**src/rtl/mips_pkg.sv**
```systemverilog
// Shared constants and types for the MIPS control FSM: opcode/funct values,
// ALU operation encodings, FSM state and instruction-class enums.
package mips_pkg;

    // Default number of MEM cycles allowed before a memory access is abandoned
    localparam int unsigned MEM_TIMEOUT_DEF = 255;

    // Primary opcodes
    localparam logic [5:0] OP_SPECIAL = 6'b000000;
    localparam logic [5:0] OP_ADDIU   = 6'b001001;
    localparam logic [5:0] OP_LW      = 6'b100011;
    localparam logic [5:0] OP_SW      = 6'b101011;

    // SPECIAL funct codes
    localparam logic [5:0] FN_ADDU = 6'b100001;
    localparam logic [5:0] FN_JR   = 6'b001000;

    // ALU operation codes
    localparam logic [5:0] AR_NONE = 6'b000000;
    localparam logic [5:0] AR_ADDU = 6'b100001;
    localparam logic [5:0] AR_LW   = 6'b100011;
    localparam logic [5:0] AR_SW   = 6'b101011;

    typedef enum logic [2:0] {
        ST_IDLE,
        ST_DECODE,
        ST_EXEC,
        ST_MEM,
        ST_WB
    } state_e;

    typedef enum logic [2:0] {
        CLS_NOP,
        CLS_ADDU,
        CLS_JR,
        CLS_ADDIU,
        CLS_LW,
        CLS_SW,
        CLS_ILLEGAL
    } instr_cls_e;

    // ALU operation implied by an instruction class
    function automatic logic [5:0] ar_op_of(input instr_cls_e cls);
        case (cls)
            CLS_ADDU, CLS_ADDIU: ar_op_of = AR_ADDU;
            CLS_LW:              ar_op_of = AR_LW;
            CLS_SW:              ar_op_of = AR_SW;
            default:             ar_op_of = AR_NONE;
        endcase
    endfunction

endpackage

```
**src/rtl/mips_instr_decode.sv**
```systemverilog
// Purely combinational field extraction and classification of a MIPS word.
module mips_instr_decode
    import mips_pkg::*;
(
    input  logic [31:0] instr_i,
    output instr_cls_e  cls_o,
    output logic [4:0]  rs_o,
    output logic [4:0]  rt_o,
    output logic [4:0]  rd_o,
    output logic [5:0]  shamt_o,
    output logic [31:0] imm_sext_o,
    output logic        legal_o
);

    assign rs_o       = instr_i[25:21];
    assign rt_o       = instr_i[20:16];
    assign rd_o       = instr_i[15:11];
    assign shamt_o    = {1'b0, instr_i[10:6]};
    assign imm_sext_o = {{16{instr_i[15]}}, instr_i[15:0]};
    assign legal_o    = (cls_o != CLS_ILLEGAL);

    // Classify the word; the all-zero word is a NOP even though it matches SLL
    always_comb begin
        // NOTE: every combinational output gets a default first so no path infers a latch.
        cls_o = CLS_ILLEGAL;
        if (instr_i == 32'h0000_0000) begin
            cls_o = CLS_NOP;
        end else begin
            case (instr_i[31:26])
                OP_SPECIAL: begin
                    if (instr_i[5:0] == FN_ADDU) begin
                        cls_o = CLS_ADDU;
                    end else if (instr_i[5:0] == FN_JR) begin
                        cls_o = CLS_JR;
                    end
                end
                OP_ADDIU: cls_o = CLS_ADDIU;
                OP_LW:    cls_o = CLS_LW;
                OP_SW:    cls_o = CLS_SW;
                default:  cls_o = CLS_ILLEGAL;
            endcase
        end
    end

endmodule

```
**src/rtl/mips_ctrl_fsm.sv**
```systemverilog
// Multi-cycle MIPS control FSM: IDLE -> DECODE -> EXEC -> (MEM) -> (WB).
// Accepts one instruction at a time, sequences ALU/memory/writeback strobes,
// aborts stalled memory accesses and counts retired instructions.
module mips_ctrl_fsm
    import mips_pkg::*;
#(
    parameter int unsigned MEM_TIMEOUT = MEM_TIMEOUT_DEF
) (
    input  logic        clk,
    input  logic        rst,
    input  logic        instr_valid,
    output logic        instr_ready,
    input  logic [31:0] instr,
    output logic [5:0]  ar_op,
    output logic [5:0]  shift_amount,
    output logic        alu_src_imm,
    output logic [31:0] imm_sext,
    output logic [4:0]  rs,
    output logic [4:0]  rt,
    output logic [4:0]  rd,
    output logic        reg_we,
    output logic        reg_wsel_rd,
    output logic        mem_req,
    output logic        mem_we,
    input  logic        mem_ack,
    output logic        pc_sel_jr,
    output logic        illegal,
    output logic        mem_timeout,
    output logic [15:0] retired
);

    // The MEM counter only has to hold 0 .. MEM_TIMEOUT-1
    localparam int unsigned CNT_W = (MEM_TIMEOUT < 2) ? 1 : $clog2(MEM_TIMEOUT);
    localparam logic [CNT_W-1:0] CNT_LAST = CNT_W'(MEM_TIMEOUT - 1);

    state_e           state_q, state_d;
    logic [31:0]      instr_q;
    logic [15:0]      retired_q, retired_d;
    logic [CNT_W-1:0] mem_cnt_q, mem_cnt_d;

    instr_cls_e cls;
    logic       legal;
    logic       handshake;
    logic       mem_expire;
    logic       retire;

    mips_instr_decode u_decode (
        .instr_i    (instr_q),
        .cls_o      (cls),
        .rs_o       (rs),
        .rt_o       (rt),
        .rd_o       (rd),
        .shamt_o    (shift_amount),
        .imm_sext_o (imm_sext),
        .legal_o    (legal)
    );

    assign handshake   = instr_valid && instr_ready;
    // Ack has priority over expiry when both land in the same cycle
    assign mem_expire  = (state_q == ST_MEM) && !mem_ack && (mem_cnt_q == CNT_LAST);
    assign alu_src_imm = (cls == CLS_ADDIU) || (cls == CLS_LW) || (cls == CLS_SW);
    assign retired     = retired_q;

    // State register
    always_ff @(posedge clk or posedge rst) begin
        if (rst) begin
            state_q <= ST_IDLE;
        end else begin
            // NOTE: sequential state uses non-blocking assignments so all flops update together.
            state_q <= state_d;
        end
    end

    // Instruction latch, MEM cycle counter and retire counter
    always_ff @(posedge clk or posedge rst) begin
        if (rst) begin
            // NOTE: the instruction register is reset too, so decoded fields read as zero out of reset.
            instr_q   <= '0;
            mem_cnt_q <= '0;
            retired_q <= '0;
        end else begin
            if (handshake) begin
                instr_q <= instr;
            end
            mem_cnt_q <= mem_cnt_d;
            retired_q <= retired_d;
        end
    end

    // Counter next values: MEM counter is held at zero outside MEM, so it starts clear on entry
    always_comb begin
        mem_cnt_d = '0;
        if (state_q == ST_MEM) begin
            mem_cnt_d = mem_cnt_q + CNT_W'(1);
        end
        retired_d = retire ? (retired_q + 16'd1) : retired_q;
    end

    // Next-state logic
    always_comb begin
        state_d = state_q;
        case (state_q)
            ST_IDLE: begin
                if (instr_valid) begin
                    state_d = ST_DECODE;
                end
            end
            ST_DECODE: begin
                if (!legal || (cls == CLS_NOP)) begin
                    state_d = ST_IDLE;
                end else begin
                    state_d = ST_EXEC;
                end
            end
            ST_EXEC: begin
                case (cls)
                    CLS_JR:         state_d = ST_IDLE;
                    CLS_LW, CLS_SW: state_d = ST_MEM;
                    default:        state_d = ST_WB;
                endcase
            end
            ST_MEM: begin
                if (mem_ack) begin
                    state_d = (cls == CLS_LW) ? ST_WB : ST_IDLE;
                end else if (mem_expire) begin
                    state_d = ST_IDLE;
                end
            end
            ST_WB:   state_d = ST_IDLE;
            default: state_d = ST_IDLE;
        endcase
    end

    // Output decode from the current state and the latched instruction class
    always_comb begin
        instr_ready = 1'b0;
        ar_op       = AR_NONE;
        reg_we      = 1'b0;
        reg_wsel_rd = 1'b0;
        mem_req     = 1'b0;
        mem_we      = 1'b0;
        pc_sel_jr   = 1'b0;
        illegal     = 1'b0;
        mem_timeout = 1'b0;
        retire      = 1'b0;
        case (state_q)
            ST_IDLE: begin
                instr_ready = 1'b1;
            end
            ST_DECODE: begin
                illegal = !legal;
                retire  = (cls == CLS_NOP);
            end
            ST_EXEC: begin
                ar_op     = ar_op_of(cls);
                pc_sel_jr = (cls == CLS_JR);
                retire    = (cls == CLS_JR);
            end
            ST_MEM: begin
                ar_op       = ar_op_of(cls);
                mem_req     = 1'b1;
                mem_we      = (cls == CLS_SW);
                mem_timeout = mem_expire;
                retire      = mem_ack && (cls == CLS_SW);
            end
            ST_WB: begin
                ar_op       = ar_op_of(cls);
                reg_we      = 1'b1;
                reg_wsel_rd = (cls == CLS_ADDU);
                retire      = 1'b1;
            end
            default: begin
                instr_ready = 1'b0;
            end
        endcase
    end

endmodule
```
**config.mk**
```make
export PLATFORM = sky130hd
export DESIGN_NAME = mips_ctrl_fsm
export DESIGN_NICKNAME = d
export VERILOG_FILES = /design/src/rtl/mips_pkg.sv /design/src/rtl/mips_instr_decode.sv /design/src/rtl/mips_ctrl_fsm.sv
export SDC_FILE = /design/constraint.sdc
export NUM_CORES = 1
export LEC_CHECK = 0
export CAP_MARGIN = 20
export CORE_MARGIN = 5
export CORE_UTILIZATION = 40
export CTS_BUF_LIST = sky130_fd_sc_hd__clkbuf_4 sky130_fd_sc_hd__clkbuf_8 sky130_fd_sc_hd__clkbuf_16
export DETAILED_ROUTE_END_ITERATION = 6
export GPL_TIMING_DRIVEN = 0
export HOLD_SLACK_MARGIN = 0.08
export PLACE_DENSITY = 0.84
export REMOVE_ABC_BUFFERS = 1
export SYNTH_ARGS = -nofsm -noshare
export SYNTH_HDL_FRONTEND = slang
export SYNTH_SLANG_ARGS = --single-unit
```
**constraint.sdc**
```tcl
create_clock -name clk -period 5.5 [get_ports clk]
set_input_delay 0.825 -clock clk [delete_from_list [all_inputs] [get_ports clk]]
set_output_delay 0.825 -clock clk [all_outputs]
set_load 0.005 [all_outputs]
```
==> results of run 1 <==
## worst min-delay path by stage
stage,startpoint,end,slack (ps),cells past startpoint
after floorplan,mem_cnt_q[0],mem_cnt_q[0],450,1
after global routing,mem_cnt_q[0],mem_cnt_q[0],520,1
after CTS,mem_cnt_q[0],mem_cnt_q[0],490,1
final,mem_cnt_q[0],mem_cnt_q[0],490,1
after global placement,retired[15],retired[15],470,1
after detailed placement,mem_cnt_q[0],mem_cnt_q[0],490,1
## cell usage in the layout, fill, tap and decap left out, types with 7 or more instances in the layout
cell / n
sky130_fd_sc_hd__nor2_1: 19
sky130_fd_sc_hd__xnor2_1: 14
sky130_fd_sc_hd__dfrtp_1: 59
sky130_fd_sc_hd__clkbuf_8: 10
sky130_fd_sc_hd__and3_1: 9
sky130_fd_sc_hd__nand4_1: 8
sky130_fd_sc_hd__mux2_1: 30
sky130_fd_sc_hd__clkdlybuf4s50_1: 116
sky130_fd_sc_hd__nand3_2: 7
sky130_fd_sc_hd__nand2_1: 11
## flip-flops by register name, summed over array words and instances, names as in the netlist
register and count:
instr_q 32, mem_cnt_q 8, retired 16, state_q 3
## power by group through the flow
stage	clock, mW	sequential (mW)	combinational [mW]
after floorplan	0	0.593	0.118
after global placement	0	0.594	0.399
after detailed placement	0	0.599	0.406
after CTS	0.416	0.591	0.410
after global routing	0.432	0.604	0.437
final	0.401	0.591	0.402
## metal layers
| metal | vias up | wire length [µm] |
|---|---|---|
| met5 | - | 0 |
| met4 | 0 | 92 |
| met3 | 6 | 701 |
| met2 | 105 | 3620 |
| met1 | 1093 | 3010 |
| li1 | 1072 | - |
## cell type report
cell class	count	area, µm²	area share (%)
inverters	3	11.3	0.263
well taps	102	128	2.98
clock buffers	10	138	3.21
flip-flops and latches	59	1480	34.5
repair buffers	117	1180	27.6
clock inverters	6	65.1	1.52
multi-input cells	166	1280	30.0
## cell families (layout without fill, tap and decap cells)
kind of cell / count (synthesis) / after routing / share of synthesized area, %
simple gates: 92 / 92 / 17.9
mux: 33 / 33 / 11.5
fa+ha+maj: 3 / 3 / 1.16
other cells: 1 / 3 / 0.116
xor+xnor: 19 / 19 / 5.39
buf+inv: 65 / 136 / 14.7
flops: 59 / 59 / 45.8
compound gates: 16 / 16 / 3.37
## through the flow
stage | instances | utilization [%]
floorplan | 228 | -
global placement | 446 | 52.0
detailed placement | 447 | 52.2
CTS | 463 | 54.8
global route | 463 | 54.8
finish | 463 | 54.8
==> impl_metrics.json, run 1 <==
{
  "run_status": "completed",
  "hp-class": "reg2reg",
  "synth.most_common_cell": "sky130_fd_sc_hd__dfrtp_1",
  "cp_slowest_cell": "sky130_fd_sc_hd__clkdlybuf4s50_1",
  "grt_start_max_net_pins": 39,
  "avgSynthCellArea_um2": 11.2,
  "crit_cells": 6,
  "critPathMaxFanout": 4,
  "worstReg2RegStart": "instr_q[31]",
  "p_sw_mw": 0.404,
  "hold_buffer_count_at_cts": 0,
  "clock_sink_count": 59,
  "post-route-min-period_ps": 3230,
  "synth_enable_flop_cells": 0,
  "synthTopCellsByCount": "59 x sky130_fd_sc_hd__dfrtp_1, 56 x sky130_fd_sc_hd__buf_4, 30 x sky130_fd_sc_hd__mux2_1, 19 x sky130_fd_sc_hd__nor2_1, 14 x sky130_fd_sc_hd__xnor2_1",
  "power.share.combinational_pct": 28.9,
  "placement.io_buffers": 116,
  "hpwlAfterDp_um": 5450,
  "cts-root-buf": "sky130_fd_sc_hd__clkbuf_8",
  "final_wl_um": 7420,
  "critical_path.startpoint_type": "flip-flop",
  "final_critical_path_setup_slack_ps": 2270,
  "critical-path-top-delay-family": "simple AND/OR/NAND/NOR gates",
  "end_of_the_worst_register_to_register_path": "retired[1]",
  "timing.final.max_slew_violations": 0,
  "worst_max_slew_margin_expressed_relative_to_the_limit_pct": 45.1,
  "antenna_cells_inserted": 0,
  "initial_core_util_pct": 41.3,
  "timing.setup.tns_ps": 0,
  "layout.nets": 395,
  "critPathRequiredTime_ps": 4680,
  "cp.buffers_inverters": 1,
  "routed_via_density": 4.92,
  "drc_errors": 0,
  "io_pins": 120,
  "design_area_um2": 4280,
  "global_routing_usage_summed_across_all_routing_layers_pct": 15.3,
  "share_of_the_clock_period_used_by_the_worst_path_pct": 58.8,
  "ys_top_cells_by_area": "sky130_fd_sc_hd__dfrtp_1 46%, sky130_fd_sc_hd__buf_4 13%, sky130_fd_sc_hd__mux2_1 10%",
  "filler_cell_count": 687,
  "grt_pass1_vias": 2524,
  "max-clock-path-buffers": 2,
  "synth_sequential_area_ratio_pct": 45.8,
  "drt_iter0_markers": 86,
  "setup_violations": 0,
  "vdd.ir_drop.worst_mv": 0.206,
  "cts_made_buffers": 9,
  "p_total_mw": 1.39,
  "critPathCaptureType": "output pin",
  "met1_usage_pct": 17.3,
  "number_of_detailed_route_iterations_in_the_first_pass": 4,
  "tightest_slew_ps": 823,
  "intPower_mw": 0.990,
  "final_layout_size_suffix_gt1_share_pct": 10.8,
  "power.share.switching_pct": 29.0,
  "rr_worst_depth": 5,
  "wl_per_cell_um": 16.0,
  "p_per_area_nw_per_um2": 326,
  "cts_repair_resize_count": 0,
  "grt_setup_unrepaired": "false",
  "dieArea_um2": 9960,
  "antenna_found_initial": 0,
  "leakage_nw": 1.70,
  "maxCapViolations": 0,
  "synth_warnings": 0,
  "fin_skew_ps": 7.54,
  "num_vias": 2276,
  "setup_ws_pre_cts_ps": 2470,
  "grt-ovfl-total": 0,
  "synthDominantCellAreaShare_pct": 45.8,
  "setup.worst_path.end": "illegal",
  "vertical_die_dimension_um": 99.8,
  "path_clk_slew_ps": 70,
  "global_route.usage.met2_pct": 25.7,
  "postPlaceCellArea_um2": 4080,
  "synth_top_flop_cell": "sky130_fd_sc_hd__dfrtp_1",
  "report.final.hold_viol_count": 0,
  "placementRows": 32,
  "cp_cell_sequence": "nor4_4 -> nand3_1 -> nor4_2 -> nand2b_1 -> nor3_1 -> clkdlybuf4s50_1",
  "grt_pass1_wl_um": 12000,
  "largest_stage_delay_on_the_critical_path_ps": 450,
  "power.share.sequential_pct": 42.4,
  "reg2reg_setup_slack_ps": 3330,
  "gp_routability_congestion": 0.792,
  "criticalPathCategory": "reg2out",
  "tritoncts": "yes",
  "yosysUniqueCellTypes": 44,
  "top_cell_type_by_total_area_after_synthesis": "sky130_fd_sc_hd__dfrtp_1",
  "worst_hold_slack_ps": 492,
  "postSynthCellCount": 288,
  "ys_seq_elements": 59,
  "clock_power_share_pct": 28.8,
  "die_w_um": 99.8,
  "cts_htree_levels": 3,
  "synthArstFlopShare_pct": 100,
  "detail_route_antenna_nets": 0,
  "cts_post_setup_buffers_inserted": 0,
  "core_area_um2": 7810,
  "areaGrowthSynthToFinish_pct": 32.7,
  "setup.worst_path.start": "instr_q[31]",
  "grtUsageMet3_pct": 7.16,
  "worst_skew_pair.late_latency_ps": 330,
  "max_clock_freq_mhz": 309,
  "crit_arrival_ps": 2410,
  "synthesis.area_um2": 3230,
  "grt_most_used_layer": "met2"
}
No activity file was read; power rests on OpenSTA's default activity.
==> run 2: changes to the inputs <==
- PLACE_DENSITY: 0.84 -> 0.87
- clock period: 5.5 -> 2.6 ns (I/O delays scaled with it)
==> impl_metrics.json, run 2 (synthesis gave the netlist of run 1 again) <==
{
  "worstReg2RegStart": "instr_q[31]",
  "drc_errors": 0,
  "max-clock-path-buffers": 2,
  "dieArea_um2": 9960,
  "timing.final.max_slew_violations": 0,
  "core_area_um2": 7810,
  "path_clk_slew_ps": 60,
  "largest_register_ff_count": 32,
  "place_inst": 447,
  "routed_via_density": 4.90,
  "fin_skew_ps": 5.20,
  "placementRows": 32,
  "hold_buffer_count_at_cts": 0,
  "critPathRequiredTime_ps": 2210,
  "tritoncts": "yes",
  "layout.nets": 402,
  "initial_core_util_pct": 41.3,
  "criticalPathCategory": "reg2out",
  "final_common_cell": "sky130_fd_sc_hd__clkdlybuf4s50_1",
  "run_status": "completed",
  "final_layout_size_suffix_gt1_share_pct": 15.8,
  "gp_routability_congestion": 0.833,
  "design_area_um2": 4400,
  "drt_iter0_markers": 58,
  "critical_path.startpoint_type": "flip-flop",
  "num_vias": 2300,
  "antenna_cells_inserted": 0,
  "vertical_die_dimension_um": 99.8,
  "antenna_found_initial": 0,
  "wl_per_cell_um": 15.6,
  "areaGrowthSynthToFinish_pct": 36.4,
  "placement.io_buffers": 116,
  "report.final.hold_viol_count": 0,
  "hp-class": "in2async",
  "share_of_the_clock_period_used_by_the_worst_path_pct": 97.0,
  "crit_arrival_ps": 2130,
  "rr_worst_depth": 7,
  "io_pins": 120,
  "cts_htree_levels": 3,
  "critPathCaptureType": "output pin",
  "grt_pass1_vias": 2496,
  "tightest_slew_ps": 797,
  "reg2reg_setup_slack_ps": 300,
  "maxCapViolations": 0,
  "grt_pass1_wl_um": 12100,
  "leakage_nw": 1.81,
  "final_wl_um": 7320,
  "largest-register": "instr_q",
  "clock_sink_count": 59,
  "vdd.ir_drop.worst_mv": 0.415,
  "end_of_the_worst_register_to_register_path": "retired[1]",
  "final_cell_mix": "112 x sky130_fd_sc_hd__clkdlybuf4s50_1, 57 x sky130_fd_sc_hd__dfrtp_1, 30 x sky130_fd_sc_hd__mux2_1, 18 x sky130_fd_sc_hd__nor2_1, 14 x sky130_fd_sc_hd__xnor2_1",
  "max_clock_freq_mhz": 397,
  "die_w_um": 99.8,
  "setup_violations": 0,
  "grt-ovfl-total": 0,
  "critPathMaxFanout": 3,
  "p_per_area_nw_per_um2": 662,
  "hpwlAfterDp_um": 5340,
  "finalNonFillerCells": 469,
  "cts-root-buf": "sky130_fd_sc_hd__clkbuf_8",
  "worst_max_slew_margin_expressed_relative_to_the_limit_pct": 46.9,
  "post-route-min-period_ps": 2520,
  "grt_start_max_net_pins": 34,
  "global_routing_usage_summed_across_all_routing_layers_pct": 15.3,
  "cts_made_buffers": 9,
  "postPlaceCellArea_um2": 4080,
  "worst_skew_pair.late_latency_ps": 330,
  "detail_route_antenna_nets": 0,
  "number_of_detailed_route_iterations_in_the_first_pass": 4
}
==> run 2: cell count changes in the layout (fill, tap and decap cells not counted), sizes merged <==
cell           previous run  this run
clkdlybuf4s50           116       112
buf                       1         8
clkinv                    1         2
bufinv                    1         0
dlymetal6s2s              0         2
clkinvlp                  4         0
dlygate4sd2               0         2
clkbuf                   10        13
==> run 2: final cells by class <==
| cell class | count | area (µm²) |
|---|---|---|
| tap | 102 | 128 |
| clock buffer | 13 | 173 |
| clock inverter | 2 | 10.0 |
| inverter | 3 | 11.3 |
| multi-input combinational | 166 | 1360 |
| sequential | 59 | 1480 |
| fill | 660 | 3410 |
| timing repair buffer | 124 | 1240 |
==> run 2: per-layer routing <==
layer  up-vias  part of all wire [%]  GRT usage (%)
met1      1119                    41           18.5
met3         9                   8.8           6.53
met2        90                    49           24.1
li1       1082                     -              -
met4         0                   1.3           5.78
met5         -                     0              0
==> run 2: metrics by stage <==
stage / hold slack, ps / TNS, ps / utilization (%) / setup WS (ps) / power (mW)
after floorplan: 455 / 0 / - / 411 / 1.50
after global placement: 465 / -18210 / 52.0 / -289 / 2.10
final: 464 / 0 / 56.4 / 79.0 / 2.91
after CTS: 480 / -143 / 55.4 / -67.6 / 2.93
after global routing: 511 / -16.0 / 56.4 / -16.0 / 3.08
after detailed placement: 466 / 0 / 52.2 / 151 / 2.12
==> run 2: what timing repair did <==
item | 4_1_cts | 5_1_grt
resized for setup | 11 | 10
setup buffers | 3 | 4
pin swaps | 9 | 6
endpoints found under the setup margin | 7 | 6
==> run 2: worst max-delay path, stage by stage (launching register included) <==
cell and delay (ps):
sky130_fd_sc_hd__dfrtp_1 420, sky130_fd_sc_hd__or3b_1 480, sky130_fd_sc_hd__or2_1 280, sky130_fd_sc_hd__nor2_1 120, sky130_fd_sc_hd__clkdlybuf4s50_1 510
==> run 2: worst max-delay path by stage <==
stage,startpoint,slack [ps],cells past startpoint,endpoint
2_1_floorplan,state_q[0],410,3,instr_q[3]
3_3_place_gp,rst,-290,2,instr_q[28]
3_5_place_dp,instr_q[31],150,6,ar_op[3]
4_1_cts,instr_q[19],-70,6,illegal
5_1_grt,instr_q[31],-20,6,ar_op[0]
6_report,instr_q[28],80,4,ar_op[1]
==> run 2: power by group <==
part | switching, mW | internal, mW
Combinational | 0.295 | 0.577
Sequential | 0.203 | 1.07
Clock | 0.343 | 0.426
Total | 0.841 | 2.07
==> run 3: changes to the inputs <==
- CTS_BUF_LIST: sky130_fd_sc_hd__clkbuf_4 sky130_fd_sc_hd__clkbuf_8 sky130_fd_sc_hd__clkbuf_16 -> sky130_fd_sc_hd__clkbuf_8
==> impl_metrics.json, run 3 (synthesis gave the netlist of run 1 again) <==
{
  "run_status": "completed",
  "critical-path-top-delay-family": "simple AND/OR/NAND/NOR gates",
  "largest-register": "instr_q",
  "grt_start_max_net_pins": 34,
  "final_wl_um": 7400,
  "cp_cell_sequence": "or3b_1 -> or2_1 -> nor2_1 -> clkdlybuf4s50_1",
  "max-clock-path-buffers": 2,
  "place_inst": 447,
  "worst_skew_pair.late_latency_ps": 330,
  "critPathMaxFanout": 3,
  "cts-root-buf": "sky130_fd_sc_hd__clkbuf_8",
  "p_per_area_nw_per_um2": 660,
  "clock_sink_count": 59,
  "layout.nets": 402,
  "cp.buffers_inverters": 1,
  "cts_made_buffers": 9,
  "crit_arrival_ps": 2130,
  "maxCapViolations": 0,
  "fin_skew_ps": 5.20,
  "criticalPathCategory": "reg2out",
  "layout.core_utilization_pct": 56.2,
  "initial_core_util_pct": 41.3,
  "hpwlAfterDp_um": 5340,
  "final_layout_size_suffix_gt1_share_pct": 15.3,
  "post-route-min-period_ps": 2520,
  "report.final.hold_viol_count": 0,
  "cts_htree_levels": 3,
  "largest_register_ff_count": 32,
  "hold_buffer_count_at_cts": 0,
  "antenna_found_initial": 0,
  "timing.final.max_slew_violations": 0,
  "final_common_cell": "sky130_fd_sc_hd__clkdlybuf4s50_1",
  "drc_errors": 0,
  "detail_route_antenna_nets": 0,
  "setup_violations": 0,
  "finalNonFillerCells": 469,
  "gp_routability_congestion": 0.833,
  "hp-class": "in2async",
  "grt_pass1_vias": 2510,
  "final_cell_mix": "112 x sky130_fd_sc_hd__clkdlybuf4s50_1, 58 x sky130_fd_sc_hd__dfrtp_1, 30 x sky130_fd_sc_hd__mux2_1, 18 x sky130_fd_sc_hd__nor2_1, 14 x sky130_fd_sc_hd__xnor2_1",
  "number_of_detailed_route_iterations_in_the_first_pass": 4,
  "largest_stage_delay_on_the_critical_path_ps": 510,
  "vertical_die_dimension_um": 99.8,
  "dieArea_um2": 9960,
  "grt-ovfl-total": 0,
  "wl_per_cell_um": 15.8,
  "areaGrowthSynthToFinish_pct": 36.1,
  "worst_max_slew_margin_expressed_relative_to_the_limit_pct": 47.2,
  "tritoncts": "yes",
  "io_pins": 120,
  "critPathRequiredTime_ps": 2210,
  "grt_pass1_wl_um": 12100,
  "cp_slowest_cell": "sky130_fd_sc_hd__clkdlybuf4s50_1",
  "global_routing_usage_summed_across_all_routing_layers_pct": 15.3,
  "core_area_um2": 7810,
  "max_clock_freq_mhz": 398,
  "tightest_slew_ps": 792,
  "leakage_nw": 1.81,
  "p_total_mw": 2.89,
  "die_w_um": 99.8,
  "share_of_the_clock_period_used_by_the_worst_path_pct": 96.7,
  "drt_iter0_markers": 73,
  "critical_path.startpoint_type": "flip-flop",
  "placementRows": 32,
  "path_clk_slew_ps": 70,
  "critPathCaptureType": "output pin",
  "antenna_cells_inserted": 0,
  "placement.io_buffers": 116,
  "routed_via_density": 4.91,
  "timing.setup.tns_ps": 0,
  "vdd.ir_drop.worst_mv": 0.415,
  "num_vias": 2301
}
## run 3: area by class of cell
cell class | instances | area [µm²]
clock buffer | 12 | 165
clock inverter | 3 | 13.8
fill | 661 | 3420
inverter | 3 | 11.3
multi-input combinational | 166 | 1360
sequential | 59 | 1480
tap | 102 | 128
timing repair buffer | 124 | 1240
## run 3: per-layer routing
layer | track usage (%) | vias up | part of all wire, %
met4 | 5.78 | 0 | 1.3
li1 | - | 1082 | -
met1 | 18.4 | 1115 | 42
met3 | 6.46 | 9 | 8.3
met5 | 0 | - | 0
met2 | 24.3 | 95 | 49
## run 3: through the flow
stage / worst slack, ps / hold slack (ps) / instance area (µm²)
detailed placement: 151 / 466 / 4080
global placement: -289 / 465 / 4060
global route: -21.3 / 511 / 4390
finish: 84.9 / 461 / 4390
CTS: -67.6 / 480 / 4320
floorplan: 411 / 455 / 2770
## run 3: what timing repair did
action | CTS | global route
setup buffers | 3 | 4
resized for setup | 11 | 8
cloned | 0 | 0
endpoints found under the setup margin | 7 | 6
pin swaps | 9 | 6
## run 3: path summary, 6_finish.rpt
kind / cells after the start / slack [ps] / startpoint / to
min: 2 / 460 / rst / retired[10]
max in group asynchronous: 3 / 1530 / rst / instr_q[15]
max reg2reg: 7 / 290 / instr_q[31] / retired[1]
min in group clk: 1 / 480 / retired[15] / retired[15]
max: 4 / 80 / instr_q[28] / ar_op[1]
min reg2reg: 1 / 480 / retired[15] / retired[15]
## run 3: where the power goes
group          total, mW  leakage, nW  internal, mW  switching [mW]
logic              0.872        0.964         0.576           0.297
registers           1.27        0.743          1.07           0.200
clock network      0.757       0.0994         0.412           0.345
total               2.89         1.81          2.05           0.842
